==> config.mk <==
export PLATFORM = sky130hd
export DESIGN_NAME = cla_word_adder_seq
export DESIGN_NICKNAME = d
export VERILOG_FILES = /design/src/rtl/cla_word_adder_seq.sv
export SDC_FILE = /design/constraint.sdc
export NUM_CORES = 1
export LEC_CHECK = 0
export ABC_CLOCK_PERIOD_IN_PS = 3800
export BUFFER_PORTS_ARGS = -buffer_cell sky130_fd_sc_hd__buf_2
export CORE_ASPECT_RATIO = 0.8
export CORE_MARGIN = 5
export CORE_UTILIZATION = 30
export DETAILED_ROUTE_END_ITERATION = 10
export PLACE_DENSITY = 0.52
export SLEW_MARGIN = 20
export SYNTH_ARGS = -nofsm -noshare
export SYNTH_HDL_FRONTEND = slang
export SYNTH_HIERARCHICAL = 1
export SYNTH_SLANG_ARGS = --single-unit
==> constraint.sdc <==
create_clock -name clk -period 3.8 [get_ports clk]
set_input_delay 0 -clock clk [delete_from_list [all_inputs] [get_ports clk]]
set_output_delay 0 -clock clk [all_outputs]
set_load 0.01 [all_outputs]
==> src/rtl/cla_word_adder_seq.sv <==
`default_nettype none
// ============================================================================
// Module   : cla_word_adder_seq
// Brief    : Multi-byte add/subtract sequencer that feeds one 8-bit CLA slice
//            a byte per cycle, LSB first, with a registered carry chain.
// Revision : 1.0 - initial release
// ============================================================================

module eightbit_cla_adder (
    input  logic [7:0] a,
    input  logic [7:0] b,
    input  logic       cin,
    output logic [7:0] s,
    output logic       cout
);

    logic [7:0] w_g;
    logic [7:0] w_p;
    logic [8:0] w_c;
    logic       w_acc;
    logic       w_pp;

    assign w_g = a & b;
    assign w_p = a ^ b;

    // Each carry is expanded as a flat sum of generate/propagate products.
    always_comb begin
        w_c    = '0;
        w_acc  = 1'b0;
        w_pp   = 1'b0;
        w_c[0] = cin;
        for (int i = 0; i < 8; i++) begin
            w_acc = w_g[i];
            w_pp  = w_p[i];
            for (int j = i - 1; j >= 0; j--) begin
                w_acc = w_acc | (w_pp & w_g[j]);
                w_pp  = w_pp & w_p[j];
            end
            w_c[i+1] = w_acc | (w_pp & cin);
        end
    end

    assign s    = w_p ^ w_c[7:0];
    assign cout = w_c[8];

endmodule

module cla_word_adder_seq #(
    parameter int NBYTES = 4
) (
    input  logic                  clk,
    input  logic                  rst,
    input  logic                  in_valid,
    output logic                  in_ready,
    input  logic [8*NBYTES-1:0]   a,
    input  logic [8*NBYTES-1:0]   b,
    input  logic                  cin,
    input  logic                  sub,
    output logic                  out_valid,
    input  logic                  out_ready,
    output logic [8*NBYTES-1:0]   sum,
    output logic                  cout,
    output logic                  ovf
);

    localparam int c_W     = 8 * NBYTES;
    localparam int c_IDX_W = (NBYTES > 1) ? $clog2(NBYTES) : 1;
    localparam logic [c_IDX_W-1:0] c_LAST = c_IDX_W'(NBYTES - 1);

    typedef enum logic [1:0] {
        S_IDLE = 2'd0,
        S_RUN  = 2'd1,
        S_DONE = 2'd2
    } state_t;

    state_t               r_state;
    state_t               w_next;
    logic [c_W-1:0]       r_a;
    logic [c_W-1:0]       r_b;
    logic [c_W-1:0]       r_sum;
    logic [c_IDX_W-1:0]   r_idx;
    logic                 r_carry;
    logic                 r_cout;
    logic                 r_ovf;
    logic [7:0]           w_a_byte;
    logic [7:0]           w_b_byte;
    logic [7:0]           w_s;
    logic                 w_cout;

    always_comb begin
        w_a_byte = '0;
        w_b_byte = '0;
        for (int k = 0; k < NBYTES; k++) begin
            if (r_idx == c_IDX_W'(k)) begin
                w_a_byte = r_a[8*k +: 8];
                w_b_byte = r_b[8*k +: 8];
            end
        end
    end

    eightbit_cla_adder u_slice (
        .a    (w_a_byte),
        .b    (w_b_byte),
        .cin  (r_carry),
        .s    (w_s),
        .cout (w_cout)
    );

    always_ff @(posedge clk) begin
        if (rst) begin
            r_state <= S_IDLE;
        end else begin
            r_state <= w_next;
        end
    end

    always_comb begin
        w_next = r_state;
        case (r_state)
            S_IDLE:  if (in_valid)        w_next = S_RUN;
            S_RUN:   if (r_idx == c_LAST) w_next = S_DONE;
            S_DONE:  if (out_ready)       w_next = S_IDLE;
            default:                      w_next = S_IDLE;
        endcase
    end

    // B is stored already inverted for subtract so RUN is a plain add chain.
    always_ff @(posedge clk) begin
        if (rst) begin
            r_idx   <= '0;
            r_carry <= 1'b0;
            r_sum   <= '0;
            r_cout  <= 1'b0;
            r_ovf   <= 1'b0;
        end else begin
            case (r_state)
                S_IDLE: begin
                    if (in_valid) begin
                        r_a     <= a;
                        r_b     <= sub ? ~b : b;
                        r_carry <= sub | cin;
                        r_idx   <= '0;
                        r_sum   <= '0;
                    end
                end
                S_RUN: begin
                    for (int k = 0; k < NBYTES; k++) begin
                        if (r_idx == c_IDX_W'(k)) begin
                            r_sum[8*k +: 8] <= w_s;
                        end
                    end
                    r_carry <= w_cout;
                    r_idx   <= r_idx + 1'b1;
                    if (r_idx == c_LAST) begin
                        r_cout <= w_cout;
                        r_ovf  <= (r_a[c_W-1] == r_b[c_W-1]) && (w_s[7] != r_a[c_W-1]);
                    end
                end
                default: ;
            endcase
        end
    end

    assign in_ready  = (r_state == S_IDLE) && !rst;
    assign out_valid = (r_state == S_DONE);
    assign sum       = r_sum;
    assign cout      = r_cout;
    assign ovf       = r_ovf;

endmodule

`default_nettype wire

==> flow_metrics.py, run 1 <==
metrics = {
    "pwr": {
        "power_density_mw_per_mm2": 431,
        "ir_drop_mv": 0.235,
        "leakagePower_nw": 2.67,
    },
    "sta": {
        "worst_hold_slack_ns": 0.0129,
        "setup_ws_ns": 0.370,
        "fin_crit_sh": 0.903,
        "setup_violations": 0,
        "setup_tns_ns": 0,
        "min_period_ns": 3.43,
        "fmax_mhz": 292,
        "relSlewSlack": 0.409,
        "rsz0062_at_grt": "no",
        "skew_ns": 0.00889,
        "finalMaxSlewViolations": 0,
        "worst_pin_slew_ns": 0.886,
        "hold_viol": 0,
    },
    "critical_path": {
        "critPathArrivalTime_ns": 3.65,
        "crit_path_end_kind": "flop",
        "critPathRequiredTime_ns": 4.02,
        "cp_max_fo": 22,
        "crit_type": "flop to flop",
        "start_kind": "flop",
    },
    "logic_synthesis": {
        "synth_top_area_cell": "edfxtp_1",
        "synth.top_cell.area_share": 0.407,
        "synth_nets": 474,
        "synth-edff-count": 64,
        "ys_ff_latch": 103,
        "synth-main-ff-cell": "edfxtp_1",
        "synthTopCellsByArea": "edfxtp_1, dfxtp_1, xor2_1, a32o_1, a21oi_1",
        "synth_cell_types": 46,
        "synth_area_mm2": 0.00472,
        "synth_cells": 390,
        "yosys_warnings": 6,
        "synth_seq_area_share": 0.572,
        "synth.avg_cell_area_um2": 12.1,
        "postSynth.asyncResetShare": 0,
    },
    "clock_network": {
        "cts_resized": 0,
        "numCtsBuffers": 9,
        "clock_latency_ns": 0.35,
        "clkSlewWorstSetupHoldPaths_ns": 0.07,
        "cts_tree": "built",
        "root_buffer": "clkbuf_16",
        "htreeDepth": 3,
        "cts.sinks": 103,
        "cts_setup_buffers": 0,
        "cts_hold_buf": 65,
        "clk_path_buf_depth": 2,
    },
    "die": {
        "core_mm2": 0.0156,
        "dieArea_mm2": 0.0184,
        "rows": 41,
        "die_x_um": 150,
        "dieHeight_um": 122,
        "io-pin-count": 106,
        "initial_core_util": 0.303,
    },
    "cells_and_area": {
        "multiInputGateArea_mm2": 0.00182,
        "utilization": 0.412,
        "nNetsFinal": 638,
        "mostFrequentLayoutCell": "buf_2",
        "regArea_mm2": 0.00270,
        "fillers": 1505,
        "area_growth_pct": 36.2,
        "fin_area_mm2": 0.00643,
        "final_cell_mix": "buf_2, dlygate4sd3_1, edfxtp_1, dfxtp_1, a21oi_1",
        "insertedDiodeCount": 0,
        "drive_above_1_share": 0.263,
    },
    "routing": {
        "vias_per_cell": 4.59,
        "antenna_left": 0,
        "wl_per_cell_um": 15.8,
        "routed_wl_mm": 12.3,
        "vias": 3551,
        "drt_first_pass_iters": 4,
        "drt_iter0_markers": 183,
        "drc": 0,
    },
    "placement": {
        "port_buffers": 105,
        "dp_hpwl_mm": 8.53,
        "gp_congestion": 0.753,
        "dp_slack_ns": 0.372,
        "postPlaceCellArea_mm2": 0.00549,
    },
    "global_routing": {
        "antenna_found_initial": 0,
        "met3_usage": 0.0294,
        "grt_max_degree": 34,
        "track_usage": 0.137,
        "met2_usage": 0.229,
        "grt.busiest_layer": "met2",
        "grt_pass1_vias": 3582,
        "grt_use_met1": 0.179,
        "grt_pass1_wl_mm": 19.1,
        "gr-total-overflow": 0,
    },
    "outcome": {
        "status": "completed",
    },
    "run": {
        "max_cap_viol_count": 0,
    },
    "min_path": {
        "hp-class": "input pin to flop",
    },
}
## metal layers
metal,wire length (µm),vias up
met5,0,-
li1,-,1751
met4,222,0
met3,484,16
met2,5970,78
met1,5580,1706
## stage by stage
stage	power, mW	instances
finish	2.77	774
global route	2.91	774
CTS	2.81	774
detailed placement	1.86	693
global placement	1.85	693
floorplan	1.64	390
## final cells by class
| class | count | share of cell area |
|---|---|---|
| Sequential cell | 103 | 0.420 |
| Multi-Input combinational cell | 240 | 0.282 |
| Timing Repair Buffer | 180 | 0.199 |
| Tap cell | 215 | 0.0419 |
| Clock buffer | 10 | 0.0372 |
| Inverter | 20 | 0.0117 |
| Clock inverter | 6 | 0.00779 |
## worst paths after layout
kind             from    endpoint  slack (ns)  depth (start not counted)
max          r_idx[0]         ovf        0.37                         13
min          in_valid  r_state[0]        0.01                          3
max reg2reg  r_idx[0]         ovf        0.37                         13
min reg2reg      cout        cout        0.47                          2
## cells in the mapped netlist, types with 2 or more instances
cell / count
nand3b_1: 2
ha_1: 13
xor2_1: 35
xnor2_1: 3
clkbuf_1: 10
mux2_4: 2
mux2i_1: 9
nand3_1: 3
nor3b_2: 2
nor2_1: 7
nor2b_1: 3
nand2_1: 27
nand2b_1: 10
nor3_1: 4
o21ai_0: 17
dfxtp_1: 39
or2_1: 2
a21oi_2: 2
a22o_1: 16
buf_2: 13
buf_1: 2
a21o_1: 2
edfxtp_1: 64
a21oi_1: 37
a211oi_1: 2
a32o_1: 23
inv_1: 20
a21oi_4: 3
## critical path, stage by stage (launching register included)
cell and delay [ns]:
dfxtp_1 0.40, inv_1 0.09, ha_1 0.49, a21oi_1 0.23
o21ai_0 0.11, a22o_1 0.25, ha_1 0.31, a21oi_2 0.19
o2111ai_2 0.18, a221o_1 0.40, xor2_1 0.18, and3b_1 0.19
a211oi_1 0.20, nor3_1 0.08
## flip-flops by register name, summed over array words and instances, names as in the netlist
register / flops
r_idx: 2
r_carry: 1
ovf: 1
r_b: 32
sum: 32
r_state: 2
cout: 1
r_a: 32
## power by group
part	switching, mW	leakage (nW)	internal [mW]
logic	0.320	1.62	0.263
registers	0.0331	0.911	1.26
clock network	0.422	0.144	0.471
total	0.774	2.67	2.00
## kinds of logic (layout without fill, tap and decap cells)
group	after synthesis	count (layout)	share of synthesized area
AO/OA/AOI/OAI	110	110	0.174
flip-flops	103	103	0.572
AND/OR/NAND/NOR	66	66	0.0734
buffers and inverters	47	216	0.0432
XOR/XNOR	38	38	0.0705
adder cells (fa/ha/maj)	14	14	0.0387
multiplexers	12	12	0.0278
Power figures use the tool's default switching activity.
==> run 2, diff against run 1 <==
HOLD_SLACK_MARGIN = 0.02   (was unset)
==> flow_metrics.py, run 2 (same netlist as run 1, synthesis figures left out) <==
metrics = {
    "outcome": {
        "status": "completed",
    },
    "cells_and_area": {
        "drive_above_1_share": 0.263,
        "utilization": 0.413,
        "final_cell_mix": "buf_2, dlygate4sd3_1, edfxtp_1, dfxtp_1, a21oi_1",
        "mostFrequentLayoutCell": "buf_2",
        "nNetsFinal": 639,
        "area_growth_pct": 36.4,
        "fin_area_mm2": 0.00644,
        "fillers": 1505,
        "insertedDiodeCount": 0,
    },
    "die": {
        "dieArea_mm2": 0.0184,
        "die_x_um": 150,
        "dieHeight_um": 122,
        "core_mm2": 0.0156,
        "initial_core_util": 0.303,
        "rows": 41,
        "io-pin-count": 106,
    },
    "placement": {
        "gp_congestion": 0.753,
        "port_buffers": 105,
        "postPlaceCellArea_mm2": 0.00549,
        "dp_slack_ns": 0.372,
        "dp_hpwl_mm": 8.53,
    },
    "routing": {
        "wl_per_cell_um": 15.9,
        "routed_wl_mm": 12.3,
        "drt_first_pass_iters": 4,
        "drc": 0,
        "vias": 3571,
        "vias_per_cell": 4.61,
        "antenna_left": 0,
        "drt_iter0_markers": 201,
    },
    "critical_path": {
        "cp_max_fo": 22,
        "r2r_end": "ovf",
        "rrSetupSlack_ns": 0.37,
        "crit_start": "r_idx[0]",
        "start_kind": "flop",
        "crit_path_end_kind": "flop",
        "critPathArrivalTime_ns": 3.66,
        "reg2reg_from": "r_idx[0]",
        "crit_type": "flop to flop",
        "r2r_cells": 13,
        "critPathRequiredTime_ns": 4.02,
    },
    "sta": {
        "rsz0062_at_grt": "no",
        "relSlewSlack": 0.407,
        "setup_violations": 0,
        "hold_viol": 0,
        "skew_ns": 0.00926,
        "worst_pin_slew_ns": 0.889,
        "finalMaxSlewViolations": 0,
        "setup_ws_ns": 0.369,
        "fmax_mhz": 291,
        "setup_tns_ns": 0,
        "min_period_ns": 3.43,
        "fin_crit_sh": 0.903,
    },
    "clock_network": {
        "root_buffer": "clkbuf_16",
        "clkSlewWorstSetupHoldPaths_ns": 0.07,
        "clock_latency_ns": 0.35,
        "clk_path_buf_depth": 2,
        "cts.sinks": 103,
        "cts_tree": "built",
        "numCtsBuffers": 9,
        "cts_setup_buffers": 0,
        "htreeDepth": 3,
    },
    "pwr": {
        "swShare": 0.280,
        "p_seq_frac": 0.467,
        "leakagePower_nw": 2.68,
        "ir_drop_mv": 0.234,
        "comb_power_share": 0.211,
        "power_density_mw_per_mm2": 431,
        "power_mw": 2.78,
        "p_clk_frac": 0.322,
        "p_sw_mw": 0.778,
        "internal_power_mw": 2.00,
    },
    "global_routing": {
        "grt_max_degree": 34,
        "gr-total-overflow": 0,
        "track_usage": 0.137,
        "grt_pass1_vias": 3578,
        "antenna_found_initial": 0,
        "grt_pass1_wl_mm": 19.1,
    },
    "run": {
        "max_cap_viol_count": 0,
    },
    "min_path": {
        "holdPathStages": 3,
        "holdCritStartpoint": "cin",
        "hp-class": "input pin to flop",
        "hold_end": "r_carry",
    },
}
==> run 2: cell types whose count changed in the layout (fill, tap and decap cells not counted) <==
cell,change
dlygate4sd3_1,+1
==> run 2: critical path, cell delays in order (launching register included) <==
cell       delay, ns
dfxtp_1         0.40
inv_1           0.09
ha_1            0.48
a21oi_1         0.23
o21ai_0         0.11
a22o_1          0.25
ha_1            0.31
a21oi_2         0.19
o2111ai_2       0.18
a221o_1         0.40
xor2_1          0.18
and3b_1         0.20
a211oi_1        0.20
nor3_1          0.08
==> run 2: power by group through the flow <==
stage | registers, mW | logic [mW] | clock network, mW
final | 1.30 | 0.585 | 0.894
after global routing | 1.30 | 0.640 | 0.963
after CTS | 1.30 | 0.592 | 0.922
after detailed placement | 1.32 | 0.536 | 0
after global placement | 1.32 | 0.530 | 0
after floorplan | 1.33 | 0.319 | 0
==> run 2: worst max-delay path by stage <==
stage	end	slack (ns)	depth (start not counted)
after floorplan	ovf	0.55	15
after global placement	ovf	0.45	12
after detailed placement	ovf	0.37	12
after CTS	ovf	0.33	12
after global routing	ovf	0.12	12
final	ovf	0.37	13
==> run 2: layout make-up <==
| class | instances | area (µm²) | area share |
|---|---|---|---|
| well taps | 215 | 269 | 0.0418 |
| inverters | 20 | 75.1 | 0.0117 |
| clock inverters | 6 | 50.0 | 0.00777 |
| clock buffers | 10 | 239 | 0.0371 |
| repair buffers | 181 | 1290 | 0.200 |
| flip-flops and latches | 103 | 2700 | 0.420 |
| multi-input cells | 240 | 1820 | 0.282 |
==> run 2: timing repair <==
action,CTS,global route
hold endpoints to repair,66,0
hold buffers,66,0
endpoints found under the setup margin,0,0
resized for setup,0,0
==> run 2: metrics by stage <==
step	cells	hold slack, ns
2_1_floorplan	390	0.0989
3_3_place_gp	693	0.178
3_5_place_dp	693	0.178
4_1_cts	775	0.0270
5_1_grt	775	0.0226
6_report	775	0.0234
==> run 2: metal layers <==
| metal | up-vias | GRT usage | wire, µm |
|---|---|---|---|
| li1 | 1755 | - | - |
| met1 | 1720 | 0.178 | 5640 |
| met2 | 82 | 0.229 | 5980 |
| met3 | 14 | 0.0294 | 491 |
| met4 | 0 | 0.0446 | 197 |
| met5 | - | 0 | 0 |
==> run 3, diff against run 2 <==
RECOVER_POWER = 100   (was unset)
==> flow_metrics.py, run 3 (same netlist as run 1, synthesis figures left out) <==
metrics = {
    "outcome": {
        "status": "finished with violations",
        "violations": "max-capacitance violations, max-slew violations",
    },
    "die": {
        "dieHeight_um": 122,
        "core_mm2": 0.0156,
        "die_x_um": 150,
        "dieArea_mm2": 0.0184,
        "initial_core_util": 0.303,
        "io-pin-count": 106,
        "rows": 41,
    },
    "placement": {
        "dp_hpwl_mm": 8.53,
        "port_buffers": 105,
        "gp_congestion": 0.753,
        "dp_slack_ns": 0.372,
    },
    "pwr": {
        "power_density_mw_per_mm2": 433,
        "ir_drop_mv": 0.231,
        "leakagePower_nw": 2.50,
    },
    "critical_path": {
        "crit_path_cell_trace": "inv_1 > ha_1 > a21oi_1 > o21ai_0 > a22o_1 > ha_1 > a21oi_2 > o2111ai_1 > a221o_1 > xor2_1 > and3b_1 > a211oi_1 > nor3_1",
        "cp_max_fo": 22,
        "max_stage_delay_ns": 0.48,
        "crit_buf_inv": 1,
        "crit_type": "flop to flop",
        "slowest_stage": "ha_1",
        "crit_family": "compound AO/OA/AOI/OAI gates",
        "critPathRequiredTime_ns": 4.02,
        "critPathArrivalTime_ns": 3.69,
        "start_kind": "flop",
        "worst_path_most_repeated_cell": "ha_1",
        "crit_path_end_kind": "flop",
    },
    "cells_and_area": {
        "fillers": 1521,
        "drive_above_1_share": 0.182,
        "nNetsFinal": 639,
        "final_cell_mix": "dlygate4sd3_1, edfxtp_1, buf_2, clkbuf_1, dfxtp_1",
        "area_growth_pct": 35.0,
        "mostFrequentLayoutCell": "dlygate4sd3_1",
        "insertedDiodeCount": 0,
    },
    "clock_network": {
        "clkSlewWorstSetupHoldPaths_ns": 0.07,
        "clock_latency_ns": 0.35,
        "cts_tree": "built",
        "clk_path_buf_depth": 2,
        "numCtsBuffers": 9,
        "cts.sinks": 103,
        "htreeDepth": 3,
        "root_buffer": "clkbuf_16",
        "cts_setup_buffers": 0,
    },
    "sta": {
        "setup_tns_ns": 0,
        "min_period_ns": 3.46,
        "skew_ns": 0.0102,
        "setup_violations": 0,
        "finalMaxSlewViolations": 66,
        "rsz0062_at_grt": "no",
        "relSlewSlack": -0.431,
        "setup_ws_ns": 0.338,
        "worst_pin_slew_ns": 2.14,
        "hold_viol": 0,
        "fin_crit_sh": 0.911,
        "fmax_mhz": 289,
    },
    "global_routing": {
        "grt_pass1_vias": 3578,
        "antenna_found_initial": 0,
        "grt_pass1_wl_mm": 19.1,
        "grt_max_degree": 34,
        "gr-total-overflow": 0,
        "track_usage": 0.137,
    },
    "routing": {
        "routed_wl_mm": 12.3,
        "vias": 3587,
        "vias_per_cell": 4.63,
        "wl_per_cell_um": 15.9,
        "drc": 0,
        "antenna_left": 0,
        "drt_first_pass_iters": 4,
        "drt_iter0_markers": 197,
    },
    "min_path": {
        "hp-class": "input pin to flop",
    },
    "run": {
        "max_cap_viol_count": 2,
    },
}
==> run 3: through the flow <==
step	hold WS, ns	cell area (µm²)	util	cells	power (mW)
floorplan	0.0989	4720	-	390	1.64
global placement	0.178	5490	0.352	693	1.85
detailed placement	0.178	5490	0.352	693	1.86
CTS	0.0270	6440	0.413	775	2.81
global route	0.0226	6370	0.409	775	2.89
finish	0.0189	6370	0.409	775	2.76
==> run 3: area by class of cell <==
type	instances	area [µm²]	share of cell area
inverter	20	75.1	0.0118
clock inverter	6	50.0	0.00785
tap	215	269	0.0422
clock buffer	10	239	0.0375
multi-input combinational	240	1810	0.284
timing repair buffer	181	1230	0.193
sequential	103	2700	0.424
==> run 3: worst min-delay path: cells and delay by family <==
kind / cells / cell delay (ns)
AOI/OAI and AO/OA: 1 / 0.20
buffers and inverters: 1 / 0.09
and+or+nand+nor: 1 / 0.05
==> run 3: worst paths after layout <==
kind	from	end	slack [ns]	cells past startpoint
max reg2reg	r_idx[0]	ovf	0.34	13
max	r_idx[0]	ovf	0.34	13
min	cin	r_carry	0.02	3
min reg2reg	cout	cout	0.47	2
==> run 3: per-layer routing <==
layer  GRT usage  wire [µm]  up-vias
met5           0          0        -
met4      0.0446        204        0
met3      0.0294        536       16
met2       0.229       5980       89
met1       0.178       5620     1731
li1            -          -     1751
==> run 3: report_power, final <==
group / switching, mW / leakage [nW] / internal [mW]
combinational: 0.320 / 1.44 / 0.249
clock: 0.423 / 0.144 / 0.471
sequential: 0.0341 / 0.911 / 1.26
total: 0.778 / 2.50 / 1.98
==> run 3: repair_timing <==
item / CTS / global route
endpoints found under the hold margin: 66 / 0
hold buffers: 66 / 0
gates resized for setup: 0 / 0
